===== src/rtl/mem_stage_ctrl_if.sv =====
// Data-bus handshake between the M-stage controller (master) and the memory port (slave).
interface mem_stage_ctrl_if;
    logic        dreq_valid;
    logic [31:0] dreq_addr;
    logic [3:0]  dreq_strobe;
    logic [31:0] dreq_wdata;
    logic        dresp_addr_ok;
    logic        dresp_data_ok;
    logic [31:0] dresp_data;

    modport master (
        output dreq_valid, dreq_addr, dreq_strobe, dreq_wdata,
        input  dresp_addr_ok, dresp_data_ok, dresp_data
    );

    modport slave (
        input  dreq_valid, dreq_addr, dreq_strobe, dreq_wdata,
        output dresp_addr_ok, dresp_data_ok, dresp_data
    );
endinterface


===== src/rtl/mem_stage_ctrl.sv =====
// M-stage load/store sequencer: issues one bus access per memory op, stalls the
// pipe until it completes, and returns aligned, extended load data.
//
// state | meaning
// IDLE  | no access in flight; waiting for a memory op
// REQ   | dreq_valid high, waiting for the bus to accept the address
// WAIT  | address accepted, waiting for read data / write completion
// DONE  | result (or error flag) presented until the pipe advances
module mem_stage_ctrl #(
    parameter int unsigned TIMEOUT = 255
) (
    input  logic              clk,
    input  logic              reset,
    input  logic              m_valid,
    input  logic              m_load,
    input  logic              m_store,
    input  logic [1:0]        m_size,
    input  logic              m_sext,
    input  logic [31:0]       m_addr,
    input  logic [31:0]       m_wdata,
    input  logic              pipe_advance,
    mem_stage_ctrl_if.master  bus,
    output logic              m_stall,
    output logic              m_done,
    output logic [31:0]       m_rdata,
    output logic              misalign_err,
    output logic              bus_err
);

    localparam int CW = (TIMEOUT > 0) ? $clog2(TIMEOUT + 1) : 1;
    localparam logic [CW-1:0] WD_LOAD = (TIMEOUT > 0) ? CW'(TIMEOUT - 1) : '0;

    typedef enum logic [1:0] {S_IDLE, S_REQ, S_WAIT, S_DONE} state_t;

    state_t          state;
    logic [CW-1:0]   wd_cnt;
    logic            wd_expired;
    logic            lat_load;
    logic            lat_sext;
    logic [1:0]      lat_size;
    logic [1:0]      lat_off;

    logic            mem_op;
    logic            aligned;
    logic [3:0]      strobe_c;
    logic [31:0]     wdata_c;
    logic [31:0]     shifted;
    logic [31:0]     load_val;

    assign mem_op     = m_valid & (m_load | m_store);
    assign m_stall    = mem_op & (state != S_DONE);
    assign wd_expired = (TIMEOUT != 0) && (wd_cnt == '0);

    always_comb begin
        aligned  = 1'b0;
        strobe_c = 4'hF;
        wdata_c  = m_wdata;
        case (m_size)
            2'd0: begin
                aligned  = 1'b1;
                strobe_c = 4'b0001 << m_addr[1:0];
                wdata_c  = {4{m_wdata[7:0]}};
            end
            2'd1: begin
                aligned  = ~m_addr[0];
                strobe_c = 4'b0011 << {m_addr[1], 1'b0};
                wdata_c  = {2{m_wdata[15:0]}};
            end
            2'd2: aligned = (m_addr[1:0] == 2'b00);
            default: aligned = 1'b0;
        endcase
    end

    // Lane extraction works straight off the bus so data is captured the cycle data_ok arrives.
    always_comb begin
        shifted  = bus.dresp_data >> {lat_off, 3'b000};
        load_val = 32'h0;
        if (lat_load) begin
            case (lat_size)
                2'd0:    load_val = {{24{lat_sext & shifted[7]}}, shifted[7:0]};
                2'd1:    load_val = {{16{lat_sext & shifted[15]}}, shifted[15:0]};
                default: load_val = bus.dresp_data;
            endcase
        end
    end

    always_ff @(posedge clk) begin
        if (reset) begin
            state           <= S_IDLE;
            wd_cnt          <= '0;
            lat_load        <= 1'b0;
            lat_sext        <= 1'b0;
            lat_size        <= 2'd0;
            lat_off         <= 2'd0;
            bus.dreq_valid  <= 1'b0;
            bus.dreq_addr   <= 32'h0;
            bus.dreq_strobe <= 4'h0;
            bus.dreq_wdata  <= 32'h0;
            m_done          <= 1'b0;
            m_rdata         <= 32'h0;
            misalign_err    <= 1'b0;
            bus_err         <= 1'b0;
        end else begin
            case (state)
                S_IDLE: begin
                    if (mem_op) begin
                        if (aligned) begin
                            state           <= S_REQ;
                            wd_cnt          <= WD_LOAD;
                            lat_load        <= m_load;
                            lat_sext        <= m_sext;
                            lat_size        <= m_size;
                            lat_off         <= m_addr[1:0];
                            bus.dreq_valid  <= 1'b1;
                            bus.dreq_addr   <= {m_addr[31:2], 2'b00};
                            bus.dreq_strobe <= m_store ? strobe_c : 4'h0;
                            bus.dreq_wdata  <= wdata_c;
                        end else begin
                            state        <= S_DONE;
                            m_done       <= 1'b1;
                            m_rdata      <= 32'h0;
                            misalign_err <= 1'b1;
                        end
                    end
                end
                S_REQ: begin
                    if (bus.dresp_addr_ok && bus.dresp_data_ok) begin
                        state          <= S_DONE;
                        bus.dreq_valid <= 1'b0;
                        m_done         <= 1'b1;
                        m_rdata        <= load_val;
                    end else if (wd_expired) begin
                        state          <= S_DONE;
                        bus.dreq_valid <= 1'b0;
                        m_done         <= 1'b1;
                        m_rdata        <= 32'h0;
                        bus_err        <= 1'b1;
                    end else begin
                        wd_cnt <= wd_cnt - 1'b1;
                        if (bus.dresp_addr_ok) begin
                            state          <= S_WAIT;
                            bus.dreq_valid <= 1'b0;
                        end
                    end
                end
                S_WAIT: begin
                    if (bus.dresp_data_ok) begin
                        state   <= S_DONE;
                        m_done  <= 1'b1;
                        m_rdata <= load_val;
                    end else if (wd_expired) begin
                        state   <= S_DONE;
                        m_done  <= 1'b1;
                        m_rdata <= 32'h0;
                        bus_err <= 1'b1;
                    end else begin
                        wd_cnt <= wd_cnt - 1'b1;
                    end
                end
                S_DONE: begin
                    if (pipe_advance) begin
                        state        <= S_IDLE;
                        m_done       <= 1'b0;
                        m_rdata      <= 32'h0;
                        misalign_err <= 1'b0;
                        bus_err      <= 1'b0;
                    end
                end
                default: state <= S_IDLE;
            endcase
        end
    end

endmodule


===== src/flat_wrapper.sv =====
// flat-port wrapper written by rule: the top's interface ports become plain ports
module mem_stage_ctrl_flat 
#(
    parameter int unsigned TIMEOUT = 255
)
  (clk, reset, m_valid, m_load, m_store, m_size, m_sext, m_addr, m_wdata, pipe_advance, m_stall, m_done, m_rdata, misalign_err, bus_err, bus_dreq_valid, bus_dreq_addr, bus_dreq_strobe, bus_dreq_wdata, bus_dresp_addr_ok, bus_dresp_data_ok, bus_dresp_data);
  mem_stage_ctrl_if bus_i ();
  input  logic clk;
  input  logic reset;
  input  logic m_valid;
  input  logic m_load;
  input  logic m_store;
  input  logic [1:0] m_size;
  input  logic m_sext;
  input  logic [31:0] m_addr;
  input  logic [31:0] m_wdata;
  input  logic pipe_advance;
  output logic m_stall;
  output logic m_done;
  output logic [31:0] m_rdata;
  output logic misalign_err;
  output logic bus_err;
  output wire logic [$bits(bus_i.dreq_valid)-1:0] bus_dreq_valid;
  output wire logic [$bits(bus_i.dreq_addr)-1:0] bus_dreq_addr;
  output wire logic [$bits(bus_i.dreq_strobe)-1:0] bus_dreq_strobe;
  output wire logic [$bits(bus_i.dreq_wdata)-1:0] bus_dreq_wdata;
  input wire logic [$bits(bus_i.dresp_addr_ok)-1:0] bus_dresp_addr_ok;
  input wire logic [$bits(bus_i.dresp_data_ok)-1:0] bus_dresp_data_ok;
  input wire logic [$bits(bus_i.dresp_data)-1:0] bus_dresp_data;
  assign bus_dreq_valid = bus_i.dreq_valid;
  assign bus_dreq_addr = bus_i.dreq_addr;
  assign bus_dreq_strobe = bus_i.dreq_strobe;
  assign bus_dreq_wdata = bus_i.dreq_wdata;
  assign bus_i.dresp_addr_ok = bus_dresp_addr_ok;
  assign bus_i.dresp_data_ok = bus_dresp_data_ok;
  assign bus_i.dresp_data = bus_dresp_data;
  mem_stage_ctrl #(.TIMEOUT(TIMEOUT)) u_core (.clk(clk), .reset(reset), .m_valid(m_valid), .m_load(m_load), .m_store(m_store), .m_size(m_size), .m_sext(m_sext), .m_addr(m_addr), .m_wdata(m_wdata), .pipe_advance(pipe_advance), .bus(bus_i), .m_stall(m_stall), .m_done(m_done), .m_rdata(m_rdata), .misalign_err(misalign_err), .bus_err(bus_err));
endmodule

===== config.mk =====
export PLATFORM = sky130hd
export DESIGN_NAME = mem_stage_ctrl_flat
export DESIGN_NICKNAME = d
export VERILOG_FILES = /design/src/rtl/mem_stage_ctrl_if.sv /design/src/rtl/mem_stage_ctrl.sv /design/src/flat_wrapper.sv
export SDC_FILE = /design/constraint.sdc
export NUM_CORES = 1
export LEC_CHECK = 0
export BUFFER_PORTS_ARGS = -buffer_cell sky130_fd_sc_hd__buf_4
export CAP_MARGIN = 15
export CORE_MARGIN = 5
export CORE_UTILIZATION = 49
export DETAILED_ROUTE_END_ITERATION = 7
export PLACE_DENSITY = 0.8
export SLEW_MARGIN = 20
export SYNTH_ARGS = -nofsm -noshare
export SYNTH_HDL_FRONTEND = slang
export SYNTH_SLANG_ARGS = --single-unit

===== constraint.sdc =====
create_clock -name clk -period 2.78 [get_ports clk]
set_input_delay 0.556 -clock clk [delete_from_list [all_inputs] [get_ports clk]]
set_output_delay 0.556 -clock clk [all_outputs]
set_load 0.03 [all_outputs]

==> results of run 1 <==
[layout by cell type, fill, tap and decap left out, drive strengths merged, types with 2 or more instances in the layout]
| cell | n |
|---|---|
| buf | 224 |
| nand2 | 143 |
| dfxtp | 118 |
| a21oi | 65 |
| nor2 | 41 |
| o21ai | 31 |
| mux2i | 26 |
| clkbuf | 25 |
| a221o | 24 |
| a311oi | 16 |
| nor2b | 14 |
| inv | 13 |
| o211ai | 12 |
| nor3 | 12 |
| a211oi | 10 |
| and2 | 10 |
| nand3 | 8 |
| a22oi | 8 |
| ha | 5 |
| nor3b | 4 |
| or4 | 4 |
| clkinv | 4 |
| or3 | 4 |
| nor4 | 4 |
| a21o | 3 |
| nand4 | 3 |
| o2111ai | 2 |
| o21a | 2 |
| o21bai | 2 |
| conb | 2 |
| o221ai | 2 |
[sequential cells by signal, indices dropped and copies added (netlist names), 2 cells and up]
signal / flops
u_core.bus.dreq_addr: 30
u_core.bus.dreq_strobe: 4
u_core.bus.dreq_wdata: 32
u_core.lat_off: 2
u_core.lat_size: 2
u_core.m_rdata: 32
u_core.state: 2
u_core.wd_cnt: 8
[final timing paths]
| check | end | slack, ps | cells past startpoint |
|---|---|---|---|
| worst max-delay path | u_core.wd_cnt[4]$_SDFFE_PP0P_ | 310 | 8 |
| worst min-delay path | u_core.m_rdata[20]$_SDFFE_PP0P_ | 280 | 2 |
| worst min register to register | u_core.bus.dreq_wdata[31]$_SDFFE_PP0P_ | 460 | 2 |
| worst max register to register | u_core.wd_cnt[4]$_SDFFE_PP0P_ | 310 | 8 |
[final cells by class]
class / count / area [sq um] / area share
repair buffers: 224 / 1710 / 0.224
multi-input cells: 471 / 2810 / 0.368
clock inverters: 4 / 20.0 / 0.00263
well taps: 140 / 175 / 0.0230
clock buffers: 25 / 504 / 0.0661
flip-flops and latches: 118 / 2360 / 0.310
inverters: 13 / 48.8 / 0.00640
[power groups by stage]
stage | Sequential [mW] | Clock, mW | Combinational [mW]
CTS | 2.05 | 1.95 | 1.96
global route | 2.07 | 2.03 | 2.16
detailed placement | 2.08 | 0 | 1.95
floorplan | 2.28 | 0 | 1.07
global placement | 2.06 | 0 | 1.90
finish | 2.05 | 1.92 | 1.99
[cell usage after synthesis (4+ instances only)]
master    count
nand3_1       8
buf_2         5
or4_1         4
nand2_1     143
a221o_1      24
a311oi_1     16
nor2_1       41
nor2b_1      14
a21oi_1      64
buf_1         8
o211ai_1     12
a211oi_1     10
inv_1        13
nor3b_1       4
mux2i_1      26
clkbuf_1     35
a22oi_1       8
o21ai_0      29
nor3_1        8
dfxtp_1     118
ha_1          5
and2_1       10
[metrics by stage]
stage               instance area, sq um  setup slack, ps  power [mW]
finish                              7620              313        5.96
global route                        7620              126        6.26
CTS                                 7600             86.9        5.96
detailed placement                  7080              104        4.03
global placement                    7080              247        3.97
floorplan                           5390              531        3.35
[cells by family after synthesis]
logic type	Yosys count	synth area share
compound gates	184	0.231
xor+xnor	1	0.00163
other cells	1	0.000697
fa+ha+maj	5	0.0116
mux	27	0.0525
flops	118	0.439
simple gates	252	0.216
buf+inv	64	0.0479
[worst reg2reg max path: stages, from the launching register on]
cell and delay, ps:
dfxtp_1 340, inv_1 110, ha_1 310, buf_4 190
nor3_1 50, a21o_1 200, or4_1 600, or4_1 520
nand3_1 100
[layer usage]
layer,track usage,part of all wire,up-vias
met4,0.111,0.033,0
met2,0.422,0.48,254
met3,0.109,0.11,38
met5,0,0,-
met1,0.294,0.38,2598
li1,-,-,2698
[timing repair]
item                       4_1_cts  5_1_grt
setup endpoints to repair        0       18
gates resized for setup          0        2
setup buffers                    0        0
hold buffers                     0        0
hold endpoints to repair         0        0
==> impl_metrics.tcl, run 1 <==
set metrics [dict create \
    clkPwrFrac 0.323 \
    die_area_sq_um 13200 \
    cp-start-kind "flip-flop" \
    hpwl_mm 12.4 \
    setup_violations 0 \
    netlist_area_sq_um 5380 \
    antenna_found_initial 0 \
    async_flop_share 0 \
    place_inst 966 \
    yosysSeqAreaShare 0.439 \
    die_h_um 115 \
    clock_path_buffers 2 \
    p_switching_mw 2.10 \
    p_leak_nw 3.27 \
    worstPathCellList "inv_1 > ha_1 > buf_4 > nor3_1 > a21o_1 > or4_1 > or4_1 > nand3_1" \
    fin_crit_ps 2470 \
    whs_ps 278 \
    crit_type "flip-flop to flip-flop" \
    end_kind "flip-flop" \
    drv_slew 0 \
    internal-power_mw 3.86 \
    critPathSlowestCell "or4_1" \
    max_slew_margin 0.408 \
    reg2reg_from "u_core.state[0]$_SDFFE_PP0P_" \
    finalSetupTns_ps 0 \
    routed_via_density 5.62 \
    cts.clk_slew.worst_paths_ps 50 \
    fmax_mhz 405 \
    power_frac_seq 0.344 \
    stdcell_count 995 \
    synthDistinctLibCells 54 \
    cts-root-buf "clkbuf_8" \
    grt_max_degree 85 \
    area_growth_syn_to_layout_pct 41.6 \
    numCtsBuffers 17 \
    drc 0 \
    gr-total-overflow 0 \
    syn_area_per_cell_sq_um 8.26 \
    yosys.area.top_type_share 0.439 \
    hp-class "input port to flip-flop" \
    tightestPinTransition_ps 888 \
    start_util 0.499 \
    io_buffers 209 \
    cp_num_buf_inv 2 \
    p_sw_frac 0.353 \
    first_iter_violations 262 \
    cts_tree "yes" \
    cp_data_arrival_time_ps 2930 \
    num_antenna_cells 0 \
    core_sq_um 10800 \
    clock-sinks 118 \
    final_antenna_net_count 0 \
    min_from "bus_dresp_data[20]" \
    pwr-share-comb 0.333 \
    cpMostUsedCell "or4_1" \
    ys_seq_elements 118 \
    wl_mm 17.0 \
    cts_htree_levels 4 \
    path_delay_family "simple AND/OR/NAND/NOR gates" \
    required_ps 3240 \
    status "completed" \
    clk_latency_ps 520 \
    cpPeakStageDelay_ps 600 \
    startpoint "u_core.state[0]$_SDFFE_PP0P_" \
    rows 38 \
    layout-drive-gt1-share 0.310 \
    hold_violations 0 \
    dr.pass1.iters 5 \
    io_pins 212 \
    ys_warn_count 0 \
    die_w_um 115 \
    cp_max_fo 8 \
    ys.flop_type "dfxtp_1" \
    yosysTopAreaCell "dfxtp_1" \
    max-cap-violations 0 \
    final_util 0.706 \
    grtUsageTotal 0.257 \
    gp_congestion 0.865 \
    ir_drop_v 0.000634 \
    finalNetCount 957 \
    rsz0062_at_grt "false" \
    n_fill_cell 884 \
    fin_skew_ps 5.56 \
    grt_pass1_vias 5557 \
    p_per_area_nw_per_um2 781 \
    period_share 0.888 \
    num_vias 5588 \
    grt_pass1_wl_mm 27.1 \
    netlist_instances 652 \
    synth_edf_count 0 \
    yosys-top-cells-area "dfxtp_1, nand2_1, a21oi_1, mux2i_1, a221o_1" \
    wire_per_inst_um 17.1 \
]
(Power assumes the default switching activity.)
==> inputs of run 2 (changes only) <==
Settings changed: BUFFER_PORTS_ARGS -buffer_cell sky130_fd_sc_hd__buf_4 to not set, CORE_UTILIZATION 49 to 55, DONT_BUFFER_PORTS set to 1, PLACE_DENSITY 0.8 to 0.7.
==> run 2 against run 1 <==
Count of clock-buffer cells in the layout fell by 3. Wire length fell by 13%. Non-clock buffer count fell by 216. Global-route usage fell by 1.3 points. Combinational power fell by 37%. Largest cell class unchanged.
==> impl_metrics.tcl, run 2 (synthesis gave the netlist of run 1 again) <==
set metrics [dict create \
    rsz0062_at_grt "false" \
    die_area_sq_um 11900 \
    rows 36 \
    path_delay_family "compound AO/OA/AOI/OAI gates" \
    grt_pass1_vias 4313 \
    wl_mm 14.7 \
    max-cap-violations 0 \
    grtUsageTotal 0.244 \
    clkPwrFrac 0.389 \
    cp_num_buf_inv 1 \
    gr-total-overflow 0 \
    fin_crit_ps 2460 \
    end_kind "flip-flop" \
    start_util 0.559 \
    n_fill_cell 877 \
    area_growth_syn_to_layout_pct 12.7 \
    layout-drive-gt1-share 0.0797 \
    post_cts_resized 0 \
    cts_htree_levels 4 \
    p_leak_nw 2.19 \
    p_per_area_nw_per_um2 965 \
    cts.clk_slew.worst_paths_ps 60 \
    final_cell_mix "nand2_1, dfxtp_1, a21oi_1" \
    clk_latency_ps 520 \
    seq_area_sq_um 2360 \
    io_pins 212 \
    hpwl_mm 10.4 \
    fin_skew_ps 8.06 \
    ir_drop_v 0.000533 \
    multi_input_area_sq_um 2790 \
    setup_violations 0 \
    p_sw_frac 0.335 \
    die_w_um 109 \
    p_switching_mw 1.96 \
    dr.pass1.iters 4 \
    required_ps 3240 \
    final_antenna_net_count 0 \
    grt_max_degree 101 \
    final_common_cell "nand2_1" \
    pwr-share-comb 0.215 \
    critPathSlowestCell "a21oi_2" \
    die_h_um 109 \
    num_vias 4651 \
    cts_tree "yes" \
    reg_top3 "u_core.bus.dreq_wdata x32, u_core.m_rdata x32, u_core.bus.dreq_addr x30" \
    status "completed" \
    cts_setup_buffers 0 \
    worstPathCellList "inv_1 > ha_1 > a22o_1 > nor2_1 > a21oi_2 > a221o_1" \
    max_slew_margin 0.299 \
    core_sq_um 9640 \
    power_mw 5.86 \
    cp_max_fo 24 \
    finalNetCount 741 \
    drc 0 \
    antenna_found_initial 0 \
    clock_path_buffers 2 \
    period_share 0.884 \
    finalSetupTns_ps 0 \
    first_iter_violations 293 \
    cts-root-buf "clkbuf_8" \
    hp-class "input port to flip-flop" \
    io_buffers 0 \
    grt_pass1_wl_mm 22.4 \
    drv_slew 0 \
    clock-sinks 118 \
    routed_via_density 6.02 \
    num_antenna_cells 0 \
    cts-hold-fix-buffers 0 \
    cpPeakStageDelay_ps 840 \
    cp-start-kind "flip-flop" \
    crit_type "flip-flop to flip-flop" \
    power_frac_seq 0.397 \
    cp_data_arrival_time_ps 2920 \
    numCtsBuffers 17 \
    internal-power_mw 3.89 \
    wire_per_inst_um 19.1 \
    fmax_mhz 407 \
    tightestPinTransition_ps 1050 \
    gp_congestion 0.940 \
    hold_violations 0 \
]
[run 2: cell types whose count changed in the layout (fill, tap and decap cells not counted)]
cell	previous run	this run
nor4_2	1	2
nor3_2	2	3
clkinv_2	4	2
bufinv_16	0	4
nor4_4	2	1
nor3_4	2	1
clkinvlp_4	0	1
a21oi_2	1	2
clkbuf_1	2	1
clkbuf_8	7	5
a21oi_4	1	0
clkinv_4	0	1
buf_4	222	6
[run 2: per-layer routing]
metal / vias up / share of wire / global-route usage / routed length [um]
met3: 31 / 0.11 / 0.122 / 1660
met1: 2152 / 0.40 / 0.292 / 5820
met2: 198 / 0.47 / 0.368 / 6870
met4: 0 / 0.025 / 0.108 / 369
li1: 2270 / - / - / -
met5: - / 0 / 0 / 0
[run 2: cell type report]
cell class                 count  area share
clock buffer                  22      0.0780
clock inverter                 8      0.0241
inverter                      13     0.00804
multi-input combinational    471       0.459
sequential                   118       0.389
tap                          133      0.0274
timing repair buffer           8      0.0140
[run 2: path summary, 6_finish.rpt]
| check | from | endpoint | slack (ps) | cells past startpoint |
|---|---|---|---|---|
| setup / recovery | u_core.state[0]$_SDFFE_PP0P_ | u_core.m_rdata[25]$_SDFFE_PP0P_ | 320 | 6 |
| hold reg to reg | u_core.lat_load$_SDFFE_PP0P_ | u_core.lat_load$_SDFFE_PP0P_ | 460 | 2 |
| setup reg to reg | u_core.state[0]$_SDFFE_PP0P_ | u_core.m_rdata[25]$_SDFFE_PP0P_ | 320 | 6 |
| hold / removal | reset | u_core.bus_err$_SDFFE_PP0P_ | 110 | 1 |
[run 2: power groups by stage]
stage                     logic, mW  clock network (mW)  registers (mW)
final                          1.26                2.28            2.32
after global routing           1.41                2.38            2.35
after CTS                      1.26                2.31            2.32
after detailed placement       1.25                   0            2.36
after global placement         1.20                   0            2.35
after floorplan                1.07                   0            2.28
[run 2: worst register-to-register path, stage by stage, from the launching register on]
cell and delay [ps]:
dfxtp_1 340, inv_1 100, ha_1 380, a22o_1 310
nor2_1 120, a21oi_2 840, a221o_1 310
[run 2: through the flow]
step	cells	setup slack, ps	area [sq um]	hold WS (ps)	util
2_1_floorplan	653	531	5390	437	-
3_3_place_gp	743	476	5450	454	0.565
3_5_place_dp	743	353	5450	452	0.565
4_1_cts	773	315	6070	88.5	0.629
5_1_grt	773	145	6070	86.5	0.629
6_report	773	324	6070	105	0.629
==> inputs of run 3 (changes only) <==
Settings changed: ABC_AREA set to 1.
==> run 3 against run 2 <==
Wire length up 10%. Synthesized cell count up 27%. Non-clock buffer count down 2.
==> impl_metrics.tcl, run 3 <==
set metrics [dict create \
    multi_input_area_sq_um 2870 \
    max_slew_margin 0.558 \
    yosysTopAreaCell "dfxtp_1" \
    syn_area_per_cell_sq_um 6.88 \
    hpwl_mm 11.8 \
    whs_ps 101 \
    die_area_sq_um 12500 \
    rsz0062_at_grt "false" \
    worstPathCellList "inv_1 > ha_1 > a21oi_4 > nand3_2 > nor2_4 > nand4_1 > a21oi_1" \
    hp-class "input port to flip-flop" \
    yosys.area.top_type_share 0.416 \
    cp_data_arrival_time_ps 2610 \
    p_sw_frac 0.384 \
    pwr-share-comb 0.237 \
    post_cts_resized 0 \
    final_cell_mix "nand2_1, dfxtp_1, nor2_1" \
    clock_path_buffers 2 \
    internal-power_mw 3.53 \
    num_antenna_cells 0 \
    synth.most_common_cell "nand2_1" \
    routed_via_density 5.74 \
    netlist_top_cells_count "nand2_1, dfxtp_1, nor2_1" \
    yosysSeqAreaShare 0.416 \
    setup_violations 0 \
    ys_seq_elements 118 \
    grt_pass1_wl_mm 26.4 \
    cpPeakStageDelay_ps 460 \
    io_pins 212 \
    preCtsSetupSlack_ps 658 \
    final_antenna_net_count 0 \
    status "completed" \
    cp_max_fo 26 \
    synthDistinctLibCells 37 \
    yosys-top-cells-area "dfxtp_1, nand2_1, a21oi_1, nor2_1, o21ai_0" \
    fmax_mhz 463 \
    crit_type "flip-flop to flip-flop" \
    cp_num_buf_inv 1 \
    grt_max_degree 85 \
    cts-root-buf "clkbuf_8" \
    core_sq_um 10200 \
    power_frac_seq 0.404 \
    grtUsageTotal 0.260 \
    required_ps 3230 \
    cts.clk_slew.worst_paths_ps 60 \
    cts-hold-fix-buffers 0 \
    power_mw 5.74 \
    grt_pass1_vias 5249 \
    seq_area_sq_um 2360 \
    num_vias 5475 \
    die_w_um 112 \
    async_flop_share 0 \
    period_share 0.776 \
    cp-start-kind "flip-flop" \
    reg_top3 "u_core.bus.dreq_wdata x32, u_core.m_rdata x32, u_core.bus.dreq_addr x30" \
    path_delay_family "simple AND/OR/NAND/NOR gates" \
    netlist_instances 825 \
    numCtsBuffers 17 \
    drv_slew 0 \
    start_util 0.558 \
    max-cap-violations 0 \
    fin_ws_ps 621 \
    final_common_cell "nand2_1" \
    cts_tree "yes" \
    first_iter_violations 337 \
    die_h_um 112 \
    netlist_area_sq_um 5680 \
    fin_crit_ps 2160 \
    ys.flop_type "dfxtp_1" \
    finalNetCount 917 \
    clk_latency_ps 520 \
    p_per_area_nw_per_um2 922 \
    p_switching_mw 2.20 \
    layout-drive-gt1-share 0.0880 \
    finalSetupTns_ps 0 \
    io_buffers 0 \
    gr-total-overflow 0 \
    ys_warn_count 0 \
    ir_drop_v 0.000538 \
    wire_per_inst_um 17.0 \
    clock-sinks 118 \
    tightestPinTransition_ps 663 \
    fin_skew_ps 9.49 \
    rows 37 \
    cts_htree_levels 4 \
    n_fill_cell 960 \
    critPathSlowestCell "nor2_4" \
    antenna_found_initial 0 \
    place_inst 922 \
    synth_edf_count 0 \
    place_area_sq_um 5670 \
    cts_setup_buffers 0 \
    clkPwrFrac 0.359 \
    gp_congestion 0.907 \
    final_util 0.611 \
    stdcell_count 954 \
    area_growth_syn_to_layout_pct 9.58 \
    design_area_sq_um 6220 \
    wl_mm 16.2 \
    p_leak_nw 2.60 \
    end_kind "flip-flop" \
    dr.pass1.iters 5 \
    drc 0 \
    hold_violations 0 \
]
[run 3: cell types whose count changed in the layout (fill, tap and decap cells not counted), sizes merged, moves of 11 or more]
cell and change:
a21oi +18, a221o -24, a311oi -16, inv +49, mux2i -26, nand2 +89
nand3 +34, nand4 +15, nor2 +69, nor2b -14, nor3 -11, o21ai +49
[run 3: power groups by stage]
stage                     combinational (mW)  clock (mW)  sequential (mW)
final                                   1.36        2.06             2.32
after global routing                    1.57        2.18             2.34
after CTS                               1.36        2.09             2.32
after detailed placement                1.36           0             2.35
after global placement                  1.33           0             2.35
after floorplan                         1.18           0             2.28
[run 3: area by class of cell]
type	instances	area share
timing repair buffer	6	0.00925
sequential	118	0.380
clock buffer	18	0.0671
clock inverter	14	0.0225
multi-input combinational	608	0.462
tap	136	0.0273
inverter	54	0.0326
[run 3: metal layers]
metal	vias up	track usage	routed length, um
met5	-	0	0
met4	0	0.0925	342
met3	34	0.109	1930
met2	281	0.437	7800
met1	2494	0.297	6160
li1	2666	-	-
[run 3: kinds of logic after synthesis]
group	synth area share
and+or+nand+nor	0.304
AOI/OAI and AO/OA	0.188
DFF	0.416
buffers and inverters	0.0789
adders and majority gates	0.0110
xor gates and xnor gates	0.00154
other	0.000660
[run 3: path summary, 6_finish.rpt]
check | from | endpoint | slack, ps | cells past startpoint
worst max-delay path | u_core.state[0]$_SDFFE_PP0P_ | u_core.m_rdata[26]$_SDFFE_PP0P_ | 620 | 7
worst min register to register | u_core.wd_cnt[2]$_SDFFE_PP0P_ | u_core.wd_cnt[2]$_SDFFE_PP0P_ | 490 | 2
worst min-delay path | reset | u_core.bus.dreq_wdata[18]$_SDFFE_PP0P_ | 100 | 1
worst max register to register | u_core.state[0]$_SDFFE_PP0P_ | u_core.m_rdata[26]$_SDFFE_PP0P_ | 620 | 7
[run 3: worst reg2reg max path: cells and delay by family, from the launching register on]
family | cells | cell delay (ps)
buffers and inverters | 1 | 90
and+or+nand+nor | 3 | 810
AOI/OAI and AO/OA | 2 | 450
DFF | 1 | 400
adders and majority gates | 1 | 340
